**src/rtl/rgb2axis_pkg.sv**
```systemverilog
// rgb2axis_pkg: capture FSM encoding, FIFO entry layout and tdata field offsets.
package rgb2axis_pkg;
  typedef enum logic [1:0] {IDLE, WAIT_SOF, ACTIVE, DROP} state_t;
  localparam int ENTRY_W = 26;
  localparam int TUSER_BIT = 25;
  localparam int TLAST_BIT = 24;
  localparam int R_OFS = 16;
  localparam int B_OFS = 8;
  localparam int G_OFS = 0;
endpackage

```
**src/rtl/rgb2axis_fifo.sv**
```systemverilog
// rgb2axis_fifo: single-clock FIFO with registered head output; rst_int is asynchronous active-low.
module rgb2axis_fifo
  import rgb2axis_pkg::*;
#(
  parameter int DEPTH = 16
) (
  input  logic               pixclk,
  input  logic               rst_int,
  input  logic               push,
  input  logic [ENTRY_W-1:0] din,
  input  logic               pop,
  output logic [ENTRY_W-1:0] dout,
  output logic               full,
  output logic               empty
);
  localparam int AW = $clog2(DEPTH);
  logic [ENTRY_W-1:0] mem [DEPTH];
  logic [AW-1:0] rd_ptr, wr_ptr;
  logic [AW:0] cnt;
  logic do_push, do_pop;
  assign empty = cnt == '0;
  assign full = cnt == (AW+1)'(DEPTH);
  assign do_pop = pop && !empty;
  // a pop frees the slot a push into a full FIFO needs
  assign do_push = push && (!full || do_pop);
  always_ff @(posedge pixclk)
    if (do_push) mem[wr_ptr] <= din;
  // dout always tracks the entry at rd_ptr, so it is loaded from din or the next slot
  always_ff @(posedge pixclk or negedge rst_int)
    if (!rst_int) begin
      dout <= '0;
      cnt <= '0;
      rd_ptr <= '0;
      wr_ptr <= '0;
    end else begin
      if (do_push) wr_ptr <= wr_ptr + 1'b1;
      if (do_pop) rd_ptr <= rd_ptr + 1'b1;
      cnt <= cnt + (AW+1)'(do_push) - (AW+1)'(do_pop);
      if (do_push && (empty || (do_pop && cnt == (AW+1)'(1)))) dout <= din;
      else if (do_pop && cnt > (AW+1)'(1)) dout <= mem[rd_ptr + 1'b1];
    end
endmodule

```
**src/rtl/rgb2axis.sv**
```systemverilog
// rgb2axis: parallel RGB video to AXI4-Stream video with frame sync, one-pixel hold and output FIFO.
// Define RGB2AXIS_DROP_CNT_EN to add the saturating drop_cnt output.
module rgb2axis
  import rgb2axis_pkg::*;
#(
  parameter int FIFO_DEPTH = 16,
  parameter int TDATA_W = 24
) (
  input  logic               pixclk,
  input  logic               config_done,
  input  logic               rgb_fv,
  input  logic               rgb_lv,
  input  logic [7:0]         data_r,
  input  logic [7:0]         data_g,
  input  logic [7:0]         data_b,
  output logic [TDATA_W-1:0] m_axis_tdata,
  output logic               m_axis_tvalid,
  input  logic               m_axis_tready,
  output logic               m_axis_tuser,
  output logic               m_axis_tlast,
  output logic               ovf
`ifdef RGB2AXIS_DROP_CNT_EN
  ,
  output logic [15:0]        drop_cnt
`endif
);
  state_t state;
  logic fv_q, hold_vld, first, full, empty, pop, push, ovf_evt, sof, take, tlast;
  logic [23:0] hold, pix;
  logic [ENTRY_W-1:0] fifo_dout;
  always_comb begin
    pix = '0;
    pix[R_OFS+:8] = data_r;
    pix[B_OFS+:8] = data_b;
    pix[G_OFS+:8] = data_g;
  end
  assign pop = m_axis_tvalid && m_axis_tready;
  assign sof = state == WAIT_SOF && rgb_fv && !fv_q;
  // the held pixel always leaves on the cycle after capture: next pixel, line end or frame end
  assign push = state == ACTIVE && hold_vld;
  assign ovf_evt = push && full && !pop;
  assign tlast = !rgb_lv || !rgb_fv;
  assign take = rgb_fv && rgb_lv && (sof || (state == ACTIVE && !ovf_evt));
  rgb2axis_fifo #(.DEPTH(FIFO_DEPTH)) u_fifo (
    .pixclk (pixclk),
    .rst_int(config_done),
    .push   (push),
    .din    ({first, tlast, hold}),
    .pop    (pop),
    .dout   (fifo_dout),
    .full   (full),
    .empty  (empty)
  );
  assign m_axis_tvalid = !empty;
  assign m_axis_tdata = fifo_dout[TDATA_W-1:0];
  assign m_axis_tuser = fifo_dout[TUSER_BIT];
  assign m_axis_tlast = fifo_dout[TLAST_BIT];
  always_ff @(posedge pixclk or negedge config_done)
    if (!config_done) begin
      state <= IDLE;
      fv_q <= 1'b0;
      hold_vld <= 1'b0;
      hold <= '0;
      first <= 1'b0;
      ovf <= 1'b0;
    end else begin
      fv_q <= rgb_fv;
      hold_vld <= take;
      if (take) hold <= pix;
      if (push && !ovf_evt) first <= 1'b0;
      if (sof) first <= 1'b1;
      if (sof) ovf <= 1'b0;
      else if (ovf_evt) ovf <= 1'b1;
      case (state)
        IDLE:     state <= rgb_fv ? IDLE : WAIT_SOF;
        WAIT_SOF: state <= sof ? ACTIVE : WAIT_SOF;
        ACTIVE:   state <= !rgb_fv ? WAIT_SOF : ovf_evt ? DROP : ACTIVE;
        DROP:     state <= rgb_fv ? DROP : WAIT_SOF;
        default:  state <= IDLE;
      endcase
    end
`ifdef RGB2AXIS_DROP_CNT_EN
  logic [16:0] drop_sum;
  assign drop_sum = 17'(drop_cnt) + 17'(ovf_evt) + 17'(rgb_fv && rgb_lv && (ovf_evt || state == DROP));
  always_ff @(posedge pixclk or negedge config_done)
    if (!config_done) drop_cnt <= '0;
    else drop_cnt <= drop_sum[16] ? 16'hFFFF : drop_sum[15:0];
`endif
endmodule

```
**config.mk**
```make
export PLATFORM = sky130hd
export DESIGN_NAME = rgb2axis
export DESIGN_NICKNAME = d
export VERILOG_FILES = /design/src/rtl/rgb2axis_pkg.sv /design/src/rtl/rgb2axis_fifo.sv /design/src/rtl/rgb2axis.sv
export SDC_FILE = /design/constraint.sdc
export NUM_CORES = 1
export LEC_CHECK = 0
export CAP_MARGIN = 20
export CORE_UTILIZATION = 40
export CTS_CLUSTER_DIAMETER = 120
export CTS_CLUSTER_SIZE = 14
export DETAILED_ROUTE_END_ITERATION = 10
export PLACE_DENSITY = 0.61
export SLEW_MARGIN = 15
export SYNTH_ARGS = -nofsm -noshare
export SYNTH_HDL_FRONTEND = slang
export SYNTH_SLANG_ARGS = --single-unit
```
**constraint.sdc**
```tcl
create_clock -name pixclk -period 5.1 [get_ports pixclk]
set_input_delay 0.765 -clock pixclk [delete_from_list [all_inputs] [get_ports pixclk]]
set_output_delay 0.765 -clock pixclk [all_outputs]
set_load 0.05 [all_outputs]
```
==> results of run 1 <==
[per-layer routing]
layer  share of wire, %  track usage, %  wire length, microns  up-vias
li1                   -               -                     -     4169
met1                 44            25.7                 18100     5000
met2                 48            28.9                 19900      312
met3                6.6            3.58                  2750       50
met4                1.8            4.65                   735        0
met5                  0               0                     0        -
[kinds of logic (layout without fill, tap and decap cells)]
kind of cell,count (synthesis),after routing,synth area share (%)
simple gates,241,241,5.56
compound gates,61,61,2.95
fa+ha+maj,14,14,0.971
xor+xnor,12,12,0.559
flops,485,485,75.6
mux,128,128,12.5
buf+inv,66,177,1.84
[area by class of cell]
class                      count  area, sq um  area share (%)
sequential                   485        14200            66.3
multi-input combinational    456         4370            20.3
clock buffer                  69         1130            5.27
timing repair buffer          94          931            4.34
tap                          607          759            3.54
inverter                      13         48.8           0.227
clock inverter                 1         7.51          0.0350
[cells in the mapped netlist, types with 7 or more instances]
library cell  instances
a222oi_1             26
buf_2                15
buf_4                 7
buf_6                 7
clkbuf_1             20
dfrtp_1              69
edfxtp_1            416
ha_1                 13
inv_1                11
mux2_1               20
mux2_2               30
mux4_1               10
mux4_2               68
nand2_1             142
nand3_1              55
nor2_1               21
o2111ai_1            26
xnor2_1               7
[sequential cells by signal (all words and copies together), names as in the netlist, 2 cells and up]
| signal | cells |
|---|---|
| hold | 24 |
| u_fifo.wr_ptr | 4 |
| u_fifo.mem | 416 |
| state | 2 |
| u_fifo.cnt | 5 |
| u_fifo.dout | 26 |
| u_fifo.rd_ptr | 4 |
[path summary, 6_finish.rpt]
check	start	end	slack [ns]	cells after the start
min	config_done	hold[7]$_DFFE_PN0P_	0.15	1
max reg2reg	u_fifo.rd_ptr[0]$_DFFE_PN0P_	u_fifo.dout[18]$_DFFE_PN0P_	1.97	6
min reg2reg	u_fifo.rd_ptr[3]$_DFFE_PN0P_	u_fifo.rd_ptr[3]$_DFFE_PN0P_	0.49	1
max	u_fifo.cnt[2]$_DFF_PN0_	m_axis_tvalid	1.77	5
min in group pixclk	u_fifo.rd_ptr[3]$_DFFE_PN0P_	u_fifo.rd_ptr[3]$_DFFE_PN0P_	0.49	1
max in group asynchronous	config_done	u_fifo.rd_ptr[0]$_DFFE_PN0P_	3.91	2
[cell usage in the layout, fill, tap and decap left out, types with 4 or more instances in the layout]
cell type,n
edfxtp_1,416
nand2_1,142
mux4_2,68
dfrtp_1,68
nand3_1,55
clkdlybuf4s50_1,55
clkbuf_16,41
buf_4,32
mux2_2,30
clkbuf_1,28
a222oi_1,26
o2111ai_1,26
mux2_1,20
ha_1,12
inv_1,11
mux4_1,10
nor2_1,8
nor2_2,8
buf_12,7
nand2b_1,6
xnor2_1,6
nor2_4,5
xor2_1,4
nor3_2,4
[critical path, delay by kind of cell (launching register included)]
kind                     cells  cell delay (ns)
buffers and inverters        2             0.82
AND/OR/NAND/NOR              2             0.64
flip-flops                   1             0.38
adder cells (fa/ha/maj)      1             0.17
[power groups by stage]
| stage | combinational [mW] | sequential (mW) | clock, mW |
|---|---|---|---|
| finish | 4.49 | 5.27 | 2.83 |
| global route | 4.85 | 5.34 | 3.06 |
| CTS | 4.56 | 5.29 | 2.90 |
| detailed placement | 4.54 | 5.37 | 0 |
| global placement | 4.52 | 5.37 | 0 |
| floorplan | 3.00 | 5.49 | 0 |
[through the flow]
stage	setup WS, ns	area (sq um)	utilization, %
2_1_floorplan	1.44	18800	-
3_3_place_gp	1.38	20300	43.7
3_5_place_dp	1.29	20300	43.7
4_1_cts	1.74	21400	46.2
5_1_grt	1.64	21500	46.2
6_report	1.77	21500	46.2
==> metrics.md, run 1 <==
| Metric | Value |
|---|---|
| Crit path DAT | 2.56 ns |
| CTS Sinks | 485 |
| Status | completed |
| Post-CTS Resized | 0 |
| Crit path kind | reg2out |
| DRC viols | 0 |
| Vias per cell | 5.53 |
| Total track usage | 18.2% |
| Synthesized area | about 0.019 sq mm |
| Crit-path cells | inv_1 -> ha_1 -> or3b_4 -> nand2b_1 -> clkdlybuf4s50_1 |
| TNS Setup | 0 ns |
| Worst skew pair latency | 0.55 ns |
| Fmax | between 300 and 400 MHz |
| Clock share of power | 22.5% |
| #FFs+latches synth | between 400 and 500 |
| Total of max-cap violations | 0 |
| Largest net degree at the start of global routing | 61 |
| Die area | 0.0479 sq mm |
| Worst setup SP type | flop |
| DR WL/cell | 24.1 microns |
| Placed cells | 1654 |
| Post-CTS Setup Inserts | 0 |
| Core Box Area | 0.0465 sq mm |
| # diodes | 0 |
| Comb pwr share | 35.7% |
| PD cells | 587 mW/mm^2 |
| Clock Tree Root | clkbuf_16 |
| Initial antenna violation count | 0 |
| Hold-fix buffers, CTS | 0 |
| Slew @ Worst Pin | around 1.1 ns |
| Chip width | 219 microns |
| Crit path capture type | output pin |
| Syn Nets | between 1000 and 1500 |
| Biggest area consumer among synthesized cells | edfxtp_1 |
| Top post-synthesis cells by area | edfxtp_1 66%, dfrtp_1 9.2%, mux4_2 8.1% |
| Fin crit period | between 3 and 4 ns |
| Psw | 4.32 mW |
| Crit-path max FO | 4 |
| CP max stage delay | 0.72 ns |
| Total power | 12.6 mW |
| Die Span Y | 219 microns |
| Prevailing post-synth register cell | edfxtp_1 |
| Leak | 7.15 nW |
| PortBufs | 56 |
| Final-report hold violation count | 0 |
| Final Non-Filler Cells | 1725 |
| Unique masters post-synth | 37 |
| Pre-antenna DRT Iters | 7 |
| Slowest cell on crit path | clkdlybuf4s50_1 |
| Slew Limit Fails | 0 |
| Yosys top cell area share | 66.4% |
| FP Rows | 79 |
| Detail Placement HPWL | 24.0 mm |
| Flop pwr share | 41.9% |
| Number of buffers created by CTS | 40 |
| Ratio of cells with drive above 1 in the final layout | 18.6% |
| Area Growth Syn to Fin | 14.1% |
| Routed Antenna Nets | 0 |
| First-pass GRT wire length | 63.7 mm |
| Nets@finish | 1133 |
| TritonCTS clock tree | done |
| Relative slew slack | 27.3% |
| DRT iter0 DRCs | 860 |
| Sequential share of the synthesized area | approximately 76% |
| Initial Util | between 40% and 50% |
| Filler Cell Count | about 4000 |
| Clock Path Buffers | 3 |
| Internal power | between 8 and 9 mW |
| WL final | 41.5 mm |
| Final Wtd Congestion | between 0.7 and 0.8 |
| Reg clk slew, reported paths | 0.07 ns |
| Async SR Flop Fraction | 14.2% |
| Sw Share | 34.3% |
| Final setup fails | 0 |
| Crit path required time | 4.34 ns |
| Peak VDD IR | 0.388 mV |
| Clk_skew | 0.0197 ns |
| # H-tree levels | 2 |
| Final hold slack | 0.153 ns |
| Vias | 9531 |
| Worst min-delay path class | in2async |
| Mapped Cells | 1007 |
| Number of synthesized flops with an enable pin | approximately 420 |
| RSZ-0062 raised after global routing | no |
| GR Overflow Total | 0 |
| Period utilization | between 60% and 70% |
| Synthesized area per cell | 18.7 sq um |
| Top-Level Pins | 57 |
| Ys Warns | 0 |
| Vias in the first global route | 10044 |
Note: power is estimated with default switching activity, not from simulation.
==> run 2: changes to the inputs <==
clock period = 3.25 ns   (was 5.1 ns; I/O delays follow)
==> metrics.md, run 2 (same netlist as run 1, synthesis figures left out) <==
| Metric | Value |
|---|---|
| Vias | 9592 (+0.64%) |
| Filler Cell Count | 3876 (-2.5%) |
| Nets@finish | 1149 (+1.4%) |
| Flop2flop setup slack | 0.25 ns (-1.72 ns) |
| Fmax | between 300 and 400 MHz |
| Worst min-delay path class | in2async |
| Commonest non-fill, non-tap cell in the layout | edfxtp_1 |
| Crit path required time | 2.76 ns (-1.58 ns) |
| DRT iter0 DRCs | 909 (+5.7%) |
| # diodes | 0 (unchanged) |
| Leak | 7.26 nW (+1.5%) |
| Pre-antenna DRT Iters | 6 (-1) |
| Peak VDD IR | 0.656 mV (+69%) |
| Period utilization | 92.8% |
| Final-report hold violation count | 0 (unchanged) |
| Reg-to-reg endpoint | u_fifo.cnt[4]$_DFF_PN0_ |
| WL final | 40.5 mm (-2.4%) |
| Clk_skew | 0.0184 ns (-0.00131 ns) |
| GR Overflow Total | 0 (unchanged) |
| DRC viols | 0 (unchanged) |
| Ratio of cells with drive above 1 in the final layout | 19.8% (+1.2 points) |
| Area Growth Syn to Fin | 15.8% |
| Slew @ Worst Pin | 0.805 ns (-0.282 ns) |
| First-pass GRT wire length | 61.9 mm (-2.8%) |
| Initial Util | 40.5% (unchanged) |
| Chip width | 219 microns (unchanged) |
| Final hold slack | 0.0312 ns (-0.121 ns) |
| Largest net degree at the start of global routing | 53 (-13%) |
| # H-tree levels | 2 (unchanged) |
| Routed Antenna Nets | 0 (unchanged) |
| Status | completed |
| PortBufs | 56 (unchanged) |
| DR WL/cell | 23.2 microns (-3.4%) |
| Initial antenna violation count | 0 (unchanged) |
| Fin crit period | about 3.0 ns |
| Most frequent cells in the layout | 416 x edfxtp_1, 142 x nand2_1, 68 x mux4_2, 68 x dfrtp_1 |
| Crit path kind | reg2out |
| Clock Path Buffers | 3 (unchanged) |
| Core Box Area | 0.0465 sq mm (unchanged) |
| FP Rows | 79 (unchanged) |
| Final Wtd Congestion | 0.771 (+3.6%) |
| Total track usage | 17.6% (-0.62 points) |
| Worst skew pair latency | 0.55 ns (about the same) |
| RR Startpoint | u_fifo.cnt[2]$_DFF_PN0_ |
| Relative slew slack | 46.4% (+19 points) |
| Crit path capture type | output pin |
| CTS Sinks | 485 (unchanged) |
| Worst R2R Path Depth | 14 (+8) |
| TritonCTS clock tree | done |
| PD cells | 915 mW/mm^2 (+56%) |
| Clock Tree Root | clkbuf_16 |
| Die area | 0.0479 sq mm (unchanged) |
| RSZ-0062 raised after global routing | no |
| Total of max-cap violations | 0 (unchanged) |
| TNS Setup | 0 ns (unchanged) |
| Worst setup SP type | flop |
| Die Span Y | 219 microns (unchanged) |
| Post-CTS Resized | 0 (unchanged) |
| Top Registers | u_fifo.mem: 416 flops, u_fifo.dout: 26 flops, hold: 24 flops |
| Register bank with the most flops | u_fifo.mem |
| Detail Placement HPWL | 24.0 mm (+0.18%) |
| Top-Level Pins | 57 (unchanged) |
| Reg clk slew, reported paths | 0.07 ns (about the same) |
| Hold-fix buffers, CTS | 0 (unchanged) |
| Slew Limit Fails | 0 (unchanged) |
| Number of buffers created by CTS | 40 (unchanged) |
| Vias per cell | 5.50 (-0.40%) |
| Crit path DAT | 2.53 ns (-0.03 ns) |
| Final setup fails | 0 (unchanged) |
| Vias in the first global route | 9805 (-2.4%) |
| Max FFs per register | 416 (unchanged) |
| Crit-path max FO | 4 (unchanged) |
| Post-CTS Setup Inserts | 0 (unchanged) |
[run 2: cell count changes in the layout (fill, tap and decap cells not counted)]
cell,before,now
buf_12,7,19
buf_4,32,36
nor3_2,4,0
nor3_4,1,5
clkbuf_1,28,29
clkbuf_8,0,1
clkinv_2,0,1
clkinvlp_4,1,0
[run 2: metal layers]
| layer | part of all wire, % | track usage, % | vias up |
|---|---|---|---|
| li1 | - | - | 4208 |
| met1 | 45 | 25.3 | 5043 |
| met2 | 48 | 27.9 | 295 |
| met3 | 5.8 | 3.13 | 46 |
| met4 | 1.5 | 3.84 | 0 |
| met5 | 0 | 0 | - |
[run 2: where the power goes]
| part | internal [mW] | switching [mW] |
|---|---|---|
| registers | 7.54 | 0.697 |
| logic | 3.21 | 4.02 |
| clock network | 2.39 | 2.08 |
[run 2: per-stage QoR]
stage / area, sq um / cells / power [mW] / util (%) / worst slack, ns
2_1_floorplan: 18800 / 1007 / 13.3 / - / 0.0740
4_1_cts: 21800 / 1743 / 20.2 / 46.9 / 0.198
3_3_place_gp: 20600 / 1671 / 15.6 / 44.4 / 0.319
3_5_place_dp: 20600 / 1671 / 15.7 / 44.4 / 0.250
6_report: 21800 / 1743 / 19.9 / 46.9 / 0.235
5_1_grt: 21800 / 1743 / 20.9 / 46.9 / 0.0545
[run 2: how the worst max path moves through the flow]
stage	from	end	slack [ns]	cells past startpoint
after floorplan	u_fifo.cnt[2]$_DFF_PN0_	u_fifo.cnt[4]$_DFF_PN0_	0.07	14
after global placement	u_fifo.cnt[2]$_DFF_PN0_	u_fifo.cnt[4]$_DFF_PN0_	0.32	14
after detailed placement	u_fifo.cnt[2]$_DFF_PN0_	u_fifo.cnt[4]$_DFF_PN0_	0.25	14
after CTS	u_fifo.cnt[2]$_DFF_PN0_	m_axis_tvalid	0.20	5
after global routing	u_fifo.cnt[2]$_DFF_PN0_	u_fifo.cnt[4]$_DFF_PN0_	0.05	14
final	u_fifo.cnt[2]$_DFF_PN0_	m_axis_tvalid	0.23	5
[run 2: worst max-delay path: stages (launching register included)]
cell and delay, ns:
dfrtp_1 0.38, inv_1 0.10, ha_1 0.17, or3b_4 0.43, nand2b_1 0.18, clkdlybuf4s50_1 0.72
[run 2: final cells by class]
class	instances	area, sq um	area share (%)
clock buffer	71	1150	5.27
timing repair buffer	110	1200	5.52
multi-input combinational	456	4390	20.2
inverter	13	48.8	0.224
tap	607	759	3.49
sequential	485	14200	65.3
clock inverter	1	5.00	0.0230
